===== src/rtl/pwm_ramp_sequencer_pkg.sv =====
// Shared definitions for the PWM soft-start/retarget sequencer.
package pwm_ramp_sequencer_pkg;

  typedef enum logic [2:0] {
    ST_IDLE     = 3'd0,
    ST_PEND     = 3'd1,
    ST_RAMP     = 3'd2,
    ST_HOLD     = 3'd3,
    ST_STOPPING = 3'd4
  } seq_state_t;

endpackage


===== src/rtl/pwm_ramp_sequencer_period_div.sv =====
// Periods-per-step down-counter; load wins over decrement, expire flags the
// boundary on which the decrement reaches zero.
module pwm_ramp_sequencer_period_div #(
  parameter int DIV_WIDTH = 8
) (
  input  logic                 clk,
  input  logic                 rst,
  input  logic                 load,
  input  logic [DIV_WIDTH-1:0] load_val,
  input  logic                 dec,
  output logic                 expire
);

  logic [DIV_WIDTH-1:0] count;

  always_ff @(posedge clk) begin
    if (rst) begin
      count <= '0;
    end else if (load) begin
      count <= load_val;
    end else if (dec && (count != '0)) begin
      count <= count - DIV_WIDTH'(1);
    end
  end

  assign expire = (count <= DIV_WIDTH'(1));

endmodule


===== src/rtl/pwm_ramp_sequencer.sv =====
// Soft-start/retarget controller stepping a pwm high_time toward a target,
// with every output update landing on the pwm last_cycle boundary.
module pwm_ramp_sequencer
  import pwm_ramp_sequencer_pkg::*;
#(
  parameter int               WIDTH     = 16,
  parameter int               DIV_WIDTH = 8,
  parameter logic [WIDTH-1:0] RST_WAVE  = '1
) (
  input  logic                 clk,
  input  logic                 rst,
  input  logic                 cfg_valid,
  output logic                 cfg_ready,
  input  logic [WIDTH-1:0]     cfg_wave_length,
  input  logic [WIDTH-1:0]     cfg_target,
  input  logic [WIDTH-1:0]     cfg_step,
  input  logic [DIV_WIDTH-1:0] cfg_div,
  input  logic                 stop,
  input  logic                 last_cycle,
  output logic [WIDTH-1:0]     wave_length,
  output logic [WIDTH-1:0]     high_time,
  output logic                 busy,
  output logic                 done
);

  seq_state_t           state;
  logic [WIDTH-1:0]     sh_wave;
  logic [WIDTH-1:0]     sh_target;
  logic [WIDTH-1:0]     sh_step;
  logic [DIV_WIDTH-1:0] sh_div;
  logic [DIV_WIDTH-1:0] div_reload;
  logic                 accept;
  logic                 div_load;
  logic                 div_dec;
  logic                 div_expire;
  logic [WIDTH-1:0]     pend_base;
  logic [WIDTH-1:0]     pend_next;
  logic [WIDTH-1:0]     ramp_next;

  // One extra bit of headroom so neither direction wraps; never passes tgt.
  function automatic logic [WIDTH-1:0] step_toward(input logic [WIDTH-1:0] cur,
                                                   input logic [WIDTH-1:0] tgt,
                                                   input logic [WIDTH-1:0] stp);
    logic [WIDTH:0] cur_x;
    logic [WIDTH:0] tgt_x;
    logic [WIDTH:0] stp_x;
    logic [WIDTH:0] nxt_x;
    cur_x = {1'b0, cur};
    tgt_x = {1'b0, tgt};
    stp_x = {1'b0, stp};
    if (stp == '0) begin
      nxt_x = tgt_x;
    end else if (cur_x < tgt_x) begin
      nxt_x = cur_x + stp_x;
      if (nxt_x >= tgt_x) nxt_x = tgt_x;
    end else if (stp_x >= (cur_x - tgt_x)) begin
      nxt_x = tgt_x;
    end else begin
      nxt_x = cur_x - stp_x;
    end
    return nxt_x[WIDTH-1:0];
  endfunction

  assign cfg_ready  = ((state == ST_IDLE) || (state == ST_HOLD)) && !stop;
  assign accept     = cfg_valid && cfg_ready;
  assign busy       = (state == ST_PEND) || (state == ST_RAMP);
  assign div_reload = (sh_div == '0) ? DIV_WIDTH'(1) : sh_div;
  assign div_load   = last_cycle && !stop &&
                      ((state == ST_PEND) || ((state == ST_RAMP) && div_expire));
  assign div_dec    = last_cycle && !stop && (state == ST_RAMP);

  // A shorter new period pulls high_time straight to the (already clamped) target.
  assign pend_base = (high_time > sh_wave) ? sh_target : high_time;
  assign pend_next = step_toward(pend_base, sh_target, sh_step);
  assign ramp_next = step_toward(high_time, sh_target, sh_step);

  pwm_ramp_sequencer_period_div #(
    .DIV_WIDTH(DIV_WIDTH)
  ) u_div (
    .clk     (clk),
    .rst     (rst),
    .load    (div_load),
    .load_val(div_reload),
    .dec     (div_dec),
    .expire  (div_expire)
  );

  always_ff @(posedge clk) begin
    if (rst) begin
      state       <= ST_IDLE;
      wave_length <= RST_WAVE;
      high_time   <= '0;
      done        <= 1'b0;
      sh_wave     <= '0;
      sh_target   <= '0;
      sh_step     <= '0;
      sh_div      <= '0;
    end else begin
      done <= 1'b0;
      if (stop) begin
        if ((state == ST_STOPPING) && last_cycle) begin
          high_time <= '0;
          state     <= ST_IDLE;
        end else begin
          state <= ST_STOPPING;
        end
      end else begin
        unique case (state)
          ST_IDLE, ST_HOLD: begin
            if (accept) begin
              sh_wave   <= cfg_wave_length;
              sh_target <= (cfg_target < cfg_wave_length) ? cfg_target : cfg_wave_length;
              sh_step   <= cfg_step;
              sh_div    <= cfg_div;
              state     <= ST_PEND;
            end
          end
          ST_PEND: begin
            if (last_cycle) begin
              wave_length <= sh_wave;
              high_time   <= pend_next;
              if (pend_next == sh_target) begin
                done  <= 1'b1;
                state <= ST_HOLD;
              end else begin
                state <= ST_RAMP;
              end
            end
          end
          ST_RAMP: begin
            if (last_cycle && div_expire) begin
              high_time <= ramp_next;
              if (ramp_next == sh_target) begin
                done  <= 1'b1;
                state <= ST_HOLD;
              end
            end
          end
          ST_STOPPING: begin
            if (last_cycle) begin
              high_time <= '0;
              state     <= ST_IDLE;
            end
          end
          default: state <= ST_IDLE;
        endcase
      end
    end
  end

endmodule


===== config.mk =====
export PLATFORM = sky130hd
export DESIGN_NAME = pwm_ramp_sequencer
export DESIGN_NICKNAME = d
export VERILOG_FILES = /design/src/rtl/pwm_ramp_sequencer_pkg.sv /design/src/rtl/pwm_ramp_sequencer_period_div.sv /design/src/rtl/pwm_ramp_sequencer.sv
export SDC_FILE = /design/constraint.sdc
export NUM_CORES = 1
export LEC_CHECK = 0
export CAP_MARGIN = 5
export CORE_MARGIN = 4
export CORE_UTILIZATION = 55
export CTS_BUF_LIST = sky130_fd_sc_hd__clkbuf_4
export DETAILED_ROUTE_END_ITERATION = 12
export GPL_TIMING_DRIVEN = 0
export PLACE_DENSITY = 0.78
export SYNTH_ARGS = -nofsm -noshare
export SYNTH_HDL_FRONTEND = slang
export SYNTH_SLANG_ARGS = --single-unit
export TNS_END_PERCENT = 1

===== constraint.sdc =====
create_clock -name clk -period 7.4 [get_ports clk]
set_clock_uncertainty 0.2 [all_clocks]
set_input_delay 1.85 -clock clk [delete_from_list [all_inputs] [get_ports clk]]
set_output_delay 1.85 -clock clk [all_outputs]
set_load 0.02 [all_outputs]

==> Word-level counts from Yosys, hierarchy flattened <==
Index checks and enable logic that the tools add are counted.
W data, S select, Z words.
{ "op_classes": {"n_addsub": 7, "order_cmp": 9, "n_eq_ne": 12, "n_mux": 33, "bitwise_logic": 1, "n_reduce_logical": 25} }
{ "ops": {"columns": ["cell", "n"], "rows": [
  ["$mux W16", 15],
  ["$lt A16 B16 Y1", 3],
  ["$pmux W16 S3", 1],
  ["$add A16 B16 Y17", 2],
  ["$ge A16 B17 Y1", 2],
  ["$ge A17 B16 Y1", 2],
  ["$sub A16 B16 Y17", 2],
  ["$eq A16 B16 Y1", 2],
  ["$sub A16 B16 Y16", 2],
  ["$mux W8", 3],
  ["$mux W3", 7],
  ["$gt A16 B16 Y1", 1],
  ["$logic_not A16 Y1", 1],
  ["$pmux W3 S4", 1],
  ["$reduce_and A5 Y1", 2],
  ["$logic_and A1 B1 Y1", 9],
  ["$ne A3 B3 Y1 const B", 3],
  ["$le A8 B1 Y1 const B", 1],
  ["$logic_not A8 Y1", 1],
  ["$reduce_bool A8 Y1", 1],
  ["$sub A8 B1 Y8 const B", 1],
  ["$eq A3 B2 Y1 const B", 2],
  ["$ne A3 B2 Y1 const B", 2],
  ["$reduce_and A3 Y1", 2],
  ["12 further kinds", 19]
]} }
{ "word_totals": {"ff_bits": 100, "inputBits": 61, "wordCells": 96} }

==> Depth between registers and ports, before layout <==
{ "logic_depth": {"depth_word": 12, "ltp_mapped": 36} }

==> By module <==
Synthesis repeated with hierarchy kept, for this count alone.
{ "hier_totals": {"hier_cells": 1745, "area_unflattened_um2": 13249.0} }
{ "modules_own_cells": {"columns": ["module", "instances", "cells_per_inst", "area_per_inst_um2", "seq_area_each_um2"], "rows": [
  ["pwm_ramp_sequencer", 1, 1683, 12741.0, 1841.8],
  ["pwm_ramp_sequencer_period_div", 1, 62, 508.0, 160.2]
]} }

==> Worst setup path before layout <==
No wires, ideal clock.
{ "synth_path": {"path_kind": "reg-to-reg", "from": "register high_time[1]", "to": "register high_time[11]", "arrival_time_ns": 6.798, "required_ns": 7.068, "slack_ns": 0.270, "stages_incl_launch_ff": 35, "synth_period_minus_slack_ns": 7.130, "path_cell_list": "dfxtp_1 ha_1 a21oi_1 nor2b_1 o21ai_0 nand2_1 a21oi_1 nor2b_1 o21ai_0 nand2b_1 a21oi_1 a21oi_1 clkbuf_1 mux2_2 ha_1 buf_2 nand2b_4 a221oi_4 o21ai_4 or4_4 a31oi_4 xnor2_1 ha_1 o21ai_0 nor2_1 and3b_1 a311o_1 or3_1 buf_2 o22a_1 a2bb2oi_1 a21oi_1 o21ai_0 o2111ai_1 a21oi_1"} }
{ "synth_via": {"elab_chain_cells": 10, "elab_cells_between_ends": 26, "classes_between": "add/sub: 6; order compare: 7; mux: 13"} }
{ "synth_lines": {"columns": ["item", "line_no", "text"], "rows": [
  ["start, declared", "pwm_ramp_sequencer.sv:21", "output logic [WIDTH-1:0] high_time,"],
  ["start signal, assigned", "pwm_ramp_sequencer.sv:121", "high_time <= pend_next;"],
  ["start signal, assigned", "pwm_ramp_sequencer.sv:132", "high_time <= ramp_next;"],
  ["$gt A16 B16 Y1", "pwm_ramp_sequencer.sv:73", "assign pend_base = (high_time > sh_wave) ? sh_target : high_time;"],
  ["$mux W16", "pwm_ramp_sequencer.sv:73", null],
  ["$sub A16 B16 Y17 or $add A16 B16 Y17 (tied branches)", "pwm_ramp_sequencer.sv:56, pwm_ramp_sequencer.sv:54", null],
  ["$ge A16 B17 Y1 or $ge A17 B16 Y1 (tied branches)", "pwm_ramp_sequencer.sv:56, pwm_ramp_sequencer.sv:55", null],
  ["$mux W16, on equally long branches", "pwm_ramp_sequencer.sv:56, pwm_ramp_sequencer.sv:55", null],
  ["$mux W16", "pwm_ramp_sequencer.sv:53", "end else if (cur_x < tgt_x) begin"],
  ["$mux W16", "pwm_ramp_sequencer.sv:51", "if (stp == '0) begin"],
  ["$mux W16", "pwm_ramp_sequencer.sv:119", "if (last_cycle) begin"],
  ["$pmux W16 S3 *", "pwm_ramp_sequencer.sv:108", "unique case (state)"],
  ["$mux W16 *", "pwm_ramp_sequencer.sv:100", "if (stop) begin"]
]} }
Mark *: on every way between the ends. The rest lies on a longest branch, timed or not. The select of a mux whose other input is x is not followed.
A chain may end at the register's enable or synchronous reset.

==> Worst setup path after layout <==
{ "layout_path": {"from": "register high_time[12]", "to": "register state[0]"} }
{ "layout_via": {"elab_chain_cells": 12, "elab_cells_between_ends": 30, "classes_between": "add/sub: 6; order compare: 7; eq/ne: 3; mux: 13; reduce/logical: 1"} }
{ "layout_lines": {"columns": ["item", "line_no", "text"], "rows": [
  ["$gt A16 B16 Y1", "pwm_ramp_sequencer.sv:73", null],
  ["$mux W16", "pwm_ramp_sequencer.sv:73", null],
  ["$sub A16 B16 Y17 or $add A16 B16 Y17 (tied branches)", "pwm_ramp_sequencer.sv:56, pwm_ramp_sequencer.sv:54", null],
  ["$ge A16 B17 Y1 or $ge A17 B16 Y1 (tied branches)", "pwm_ramp_sequencer.sv:56, pwm_ramp_sequencer.sv:55", null],
  ["$mux W16, on equally long branches", "pwm_ramp_sequencer.sv:56, pwm_ramp_sequencer.sv:55", null],
  ["$mux W16", "pwm_ramp_sequencer.sv:53", null],
  ["$mux W16", "pwm_ramp_sequencer.sv:51", null],
  ["$eq A16 B16 Y1", "pwm_ramp_sequencer.sv:122", "if (pend_next == sh_target) begin"],
  ["$mux W1", "pwm_ramp_sequencer.sv:122", null],
  ["$mux W3", "pwm_ramp_sequencer.sv:119", null],
  ["$pmux W3 S4", "pwm_ramp_sequencer.sv:108", null],
  ["$mux W3", "pwm_ramp_sequencer.sv:100", null],
  ["end signal, assigned", "pwm_ramp_sequencer.sv:103", "state <= ST_IDLE;"],
  ["end signal, assigned", "pwm_ramp_sequencer.sv:124", "state <= ST_HOLD;"],
  ["end signal, assigned", "pwm_ramp_sequencer.sv:126", "state <= ST_RAMP;"],
  ["end, declared", "pwm_ramp_sequencer.sv:26", "seq_state_t state;"]
]} }
Several ways; a longest one is shown, not always the timed one. The select of a mux whose other input is x is not followed.

==> metrics.md <==
| Metric | Value |
|---|---|
| Result of the run | `finished clean` |
| Met3 Use GR | `6.91%` |
| Startpoint Class | `flop` |
| Number of iterations in the first detailed-routing pass | `5` |
| Synth Net Count | `between 2,000 and 2,500` |
| Sinks on the clock net | `100` |
| Most used DFF post-synth | `sky130_fd_sc_hd__dfxtp_1` |
| Hold violation count in the final report | `0` |
| Number of nets with antenna violations after detailed routing | `0` |
| Avg Vias per Cell | `6.53` |
| Wire length of the first global-routing pass | `79.9 mm` |
| Vias | `14,800` |
| Worst slew pin tran | `1.29 ns` |
| Global Route Usage Sum | `38.5%` |
| Number of slew-limit violations in the final report | `0` |
| Number of buffers created by CTS | `9` |
| Summed instance area of the synthesized netlist | `13,500 sq um` |
| Crit Path Category | `flop to flop` |
| Static leakage power | `6.84 nW` |
| Starting Density | `55.7%` |
| Die span in y | `165 um` |
| Crit path max fanout | `8` |
| Antenna violations before repair | `0` |
| Count of buffers inserted at the top-level ports | `94` |
| Number of placed I/O pins | `96` |
| Grt total ovfl | `0` |
| Mean cell area of the mapped netlist | `7.55 sq um` |
| Wirelength per Cell | `approximately 24 um` |
| Horizontal die dimension | `165 um` |
| CTS root buf | `sky130_fd_sc_hd__clkbuf_4` |
| Syn Inst Count | `between 1,500 and 2,000` |
| Pin count of the biggest net entering global routing | `22` |
| CTS clock-pin slew for the worst setup and hold paths | `0.18 ns` |
| Worst vdd rail ir drop | `0.000228 V` |
| Yosys warning count | `0` |
| Crit-path max cell delay | `0.80 ns` |
| Clock Tree Buf Depth | `2` |
| FP Rows | `57` |
| CORE AREA | `approximately 24,000 sq um` |
| Routability congestion estimate from global placement | `around 1.0` |
| PD cells | `381 nW/um^2` |
| Cell area after layout | `15,700 sq um` |
| Sequential share of the synthesized area | `14.8%` |
| DRC Markers | `0` |
| Share of post-route cells with drive strength above 1 | `11.0%` |
| Worst skew pair latency | `0.50 ns` |
| Fraction of the cycle the final worst path needs | `approximately 98%` |
| Unique cell type count in the Yosys netlist | `~100` |
| CTS Hold Bufs | `0` |
| Number of max-capacitance violations reported | `0` |
| Timing-limited maximum frequency | `0.139 GHz` |
| #FFs+latches synth | `100` |
| Share of flip-flops with an asynchronous set or reset after synthesis | `0%` |
| Vias in the first global route | `13,500` |
| Die area | `27,100 sq um` |
| Count of flip-flops with a built-in enable after synthesis | `0` |
| Min-Delay Path Class | `flop to flop` |
| CTS tree | `done` |
| Final layout net count | `2,192` |
| Total routed wirelength | `about 54 mm` |
| Final Total Pwr | `5.97 mW` |
| Worst hold slack across all endpoints | `0.284 ns` |
| Initial drt markers | `1,920` |
| Arrival time of data at the critical path endpoint | `7.43 ns` |
| Worst-path cell with the longest stage delay | `sky130_fd_sc_hd__dfxtp_1` |
| Global-route track usage on met1 | `around 57%` |
| Met2 layer usage reported by global route | `56.4%` |
| Level count of the clock H-tree | `3` |
| Worst slew slack as a fraction of its limit | `13.5%` |
| Setup violations, final | `0` |
| Area overhead of the layout relative to synthesis | `16.0%` |
| Placed inst area | `14,900 sq um` |
| Shortest clock period the worst path allows after layout | `between 7 and 8 ns` |
| Req. time, crit path | `7.61 ns` |
| HPWL Detailed | `42.9 mm` |
| Setup crit end kind | `flop` |
| Most congested layer reported by global routing | `met1` |
path summary, 6_finish.rpt:
path                                       from         endpoint  slack (ns)  cells after the start
worst min register to register  wave_length[10]  wave_length[10]        0.28                      2
worst min-delay path            wave_length[10]  wave_length[10]        0.28                      2
worst max register to register    high_time[12]         state[0]        0.18                     32
worst max-delay path              high_time[12]         state[0]        0.18                     32
Yosys cell counts, drive strengths merged (8+ instances only):
cell / number / share of area, %
nand2b: 27 / 1.3
o221ai: 13 / 0.84
nor3: 59 / 2.3
mux2i: 16 / 1.2
a21oi: 167 / 6.4
o31ai: 13 / 0.90
nand4: 18 / 0.88
mux2: 32 / 2.7
xor2: 38 / 2.5
inv: 109 / 3.0
nand3: 49 / 1.8
buf: 25 / 1.1
or2: 9 / 0.42
o2111ai: 11 / 0.84
or3: 12 / 0.59
nor4: 31 / 1.5
a221oi: 15 / 1.5
dfxtp: 100 / 15
o22ai: 17 / 0.79
nand3b: 22 / 1.2
clkbuf: 70 / 1.9
nor2b: 27 / 1.3
a21o: 40 / 2.2
a31oi: 18 / 0.94
o211ai: 19 / 1.2
ha: 191 / 18
nor2: 120 / 3.4
o21a: 9 / 0.50
a211oi: 20 / 1.1
xnor2: 70 / 4.6
o21ai: 99 / 3.8
a211o: 8 / 0.52
nand2: 196 / 5.5
cell families after synthesis:
kind of cell    share of synthesized area [%]
simple gates                             22.0
mux                                      3.85
fa+ha+maj                                18.6
compound gates                           27.4
xor+xnor                                 7.22
flops                                    14.8
buf+inv                                  6.09
cell type report:
| class | instances | area [sq um] |
|---|---|---|
| Multi-Input combinational cell | 1485 | 10900 |
| Clock buffer | 9 | 67.6 |
| Sequential cell | 100 | 2030 |
| Buffer | 94 | 438 |
| Inverter | 110 | 417 |
| Antenna cell | 1 | 2.50 |
| Clock inverter | 7 | 88.8 |
| Timing Repair Buffer | 134 | 1290 |
| Tap cell | 324 | 405 |
| Fill cell | 2206 | 8580 |
layout by cell type (no fill, tap or decap), types with 56 or more instances in the layout:
| cell type | n |
|---|---|
| sky130_fd_sc_hd__a21oi_1 | 156 |
| sky130_fd_sc_hd__nand2_1 | 193 |
| sky130_fd_sc_hd__ha_1 | 186 |
| sky130_fd_sc_hd__clkbuf_1 | 68 |
| sky130_fd_sc_hd__dfxtp_1 | 86 |
| sky130_fd_sc_hd__nor3_1 | 56 |
| sky130_fd_sc_hd__clkdlybuf4s50_1 | 94 |
| sky130_fd_sc_hd__inv_1 | 107 |
| sky130_fd_sc_hd__nor2_1 | 115 |
| sky130_fd_sc_hd__o21ai_0 | 82 |
| sky130_fd_sc_hd__xnor2_1 | 68 |
where the power goes:
part           internal (mW)  leakage (nW)  switching, mW
Sequential             0.578         0.822         0.0852
Clock                 0.0840        0.0828          0.220
Combinational           2.05          5.93           2.95
through the flow:
step	cells	worst slack [ns]	util, %	TNS [ns]
after CTS	2238	0.00815	62.8	0
after detailed placement	2208	-2.23	61.3	-32.12
after floorplan	1790	0.270	-	0
after global placement	2208	-2.10	61.3	-30.33
after global routing	2263	-0.109	64.6	-0.618
final	2264	0.181	64.6	0
timing repair:
| item | 4_1_cts | 5_1_grt |
|---|---|---|
| cloned | 0 | 1 |
| setup buffers | 14 | 25 |
| resized for setup | 38 | 51 |
| setup endpoints to repair | 18 | 18 |
| pin swaps | 11 | 29 |
critical path: cells and delay by family (launching register included):
family / cells / cell delay, ns
AOI/OAI and AO/OA: 13 / 2.42
xor gates and xnor gates: 1 / 0.12
buffers and inverters: 5 / 0.82
adders and majority gates: 3 / 0.96
muxes: 1 / 0.32
and+or+nand+nor: 9 / 1.50
DFF: 1 / 0.80
flip-flops by register name (all words and copies together) (netlist names):
signal / cells
wave_length: 16
u_div.count: 8
state: 3
sh_wave: 16
high_time: 16
sh_div: 8
done: 1
sh_target: 16
sh_step: 16
layer usage:
layer	wire (um)	part of all wire [%]
met3	6450	12
met2	22000	41
met4	2040	3.8
met1	23200	43
met5	0	0
Note: power is estimated with default switching activity, not from simulation.
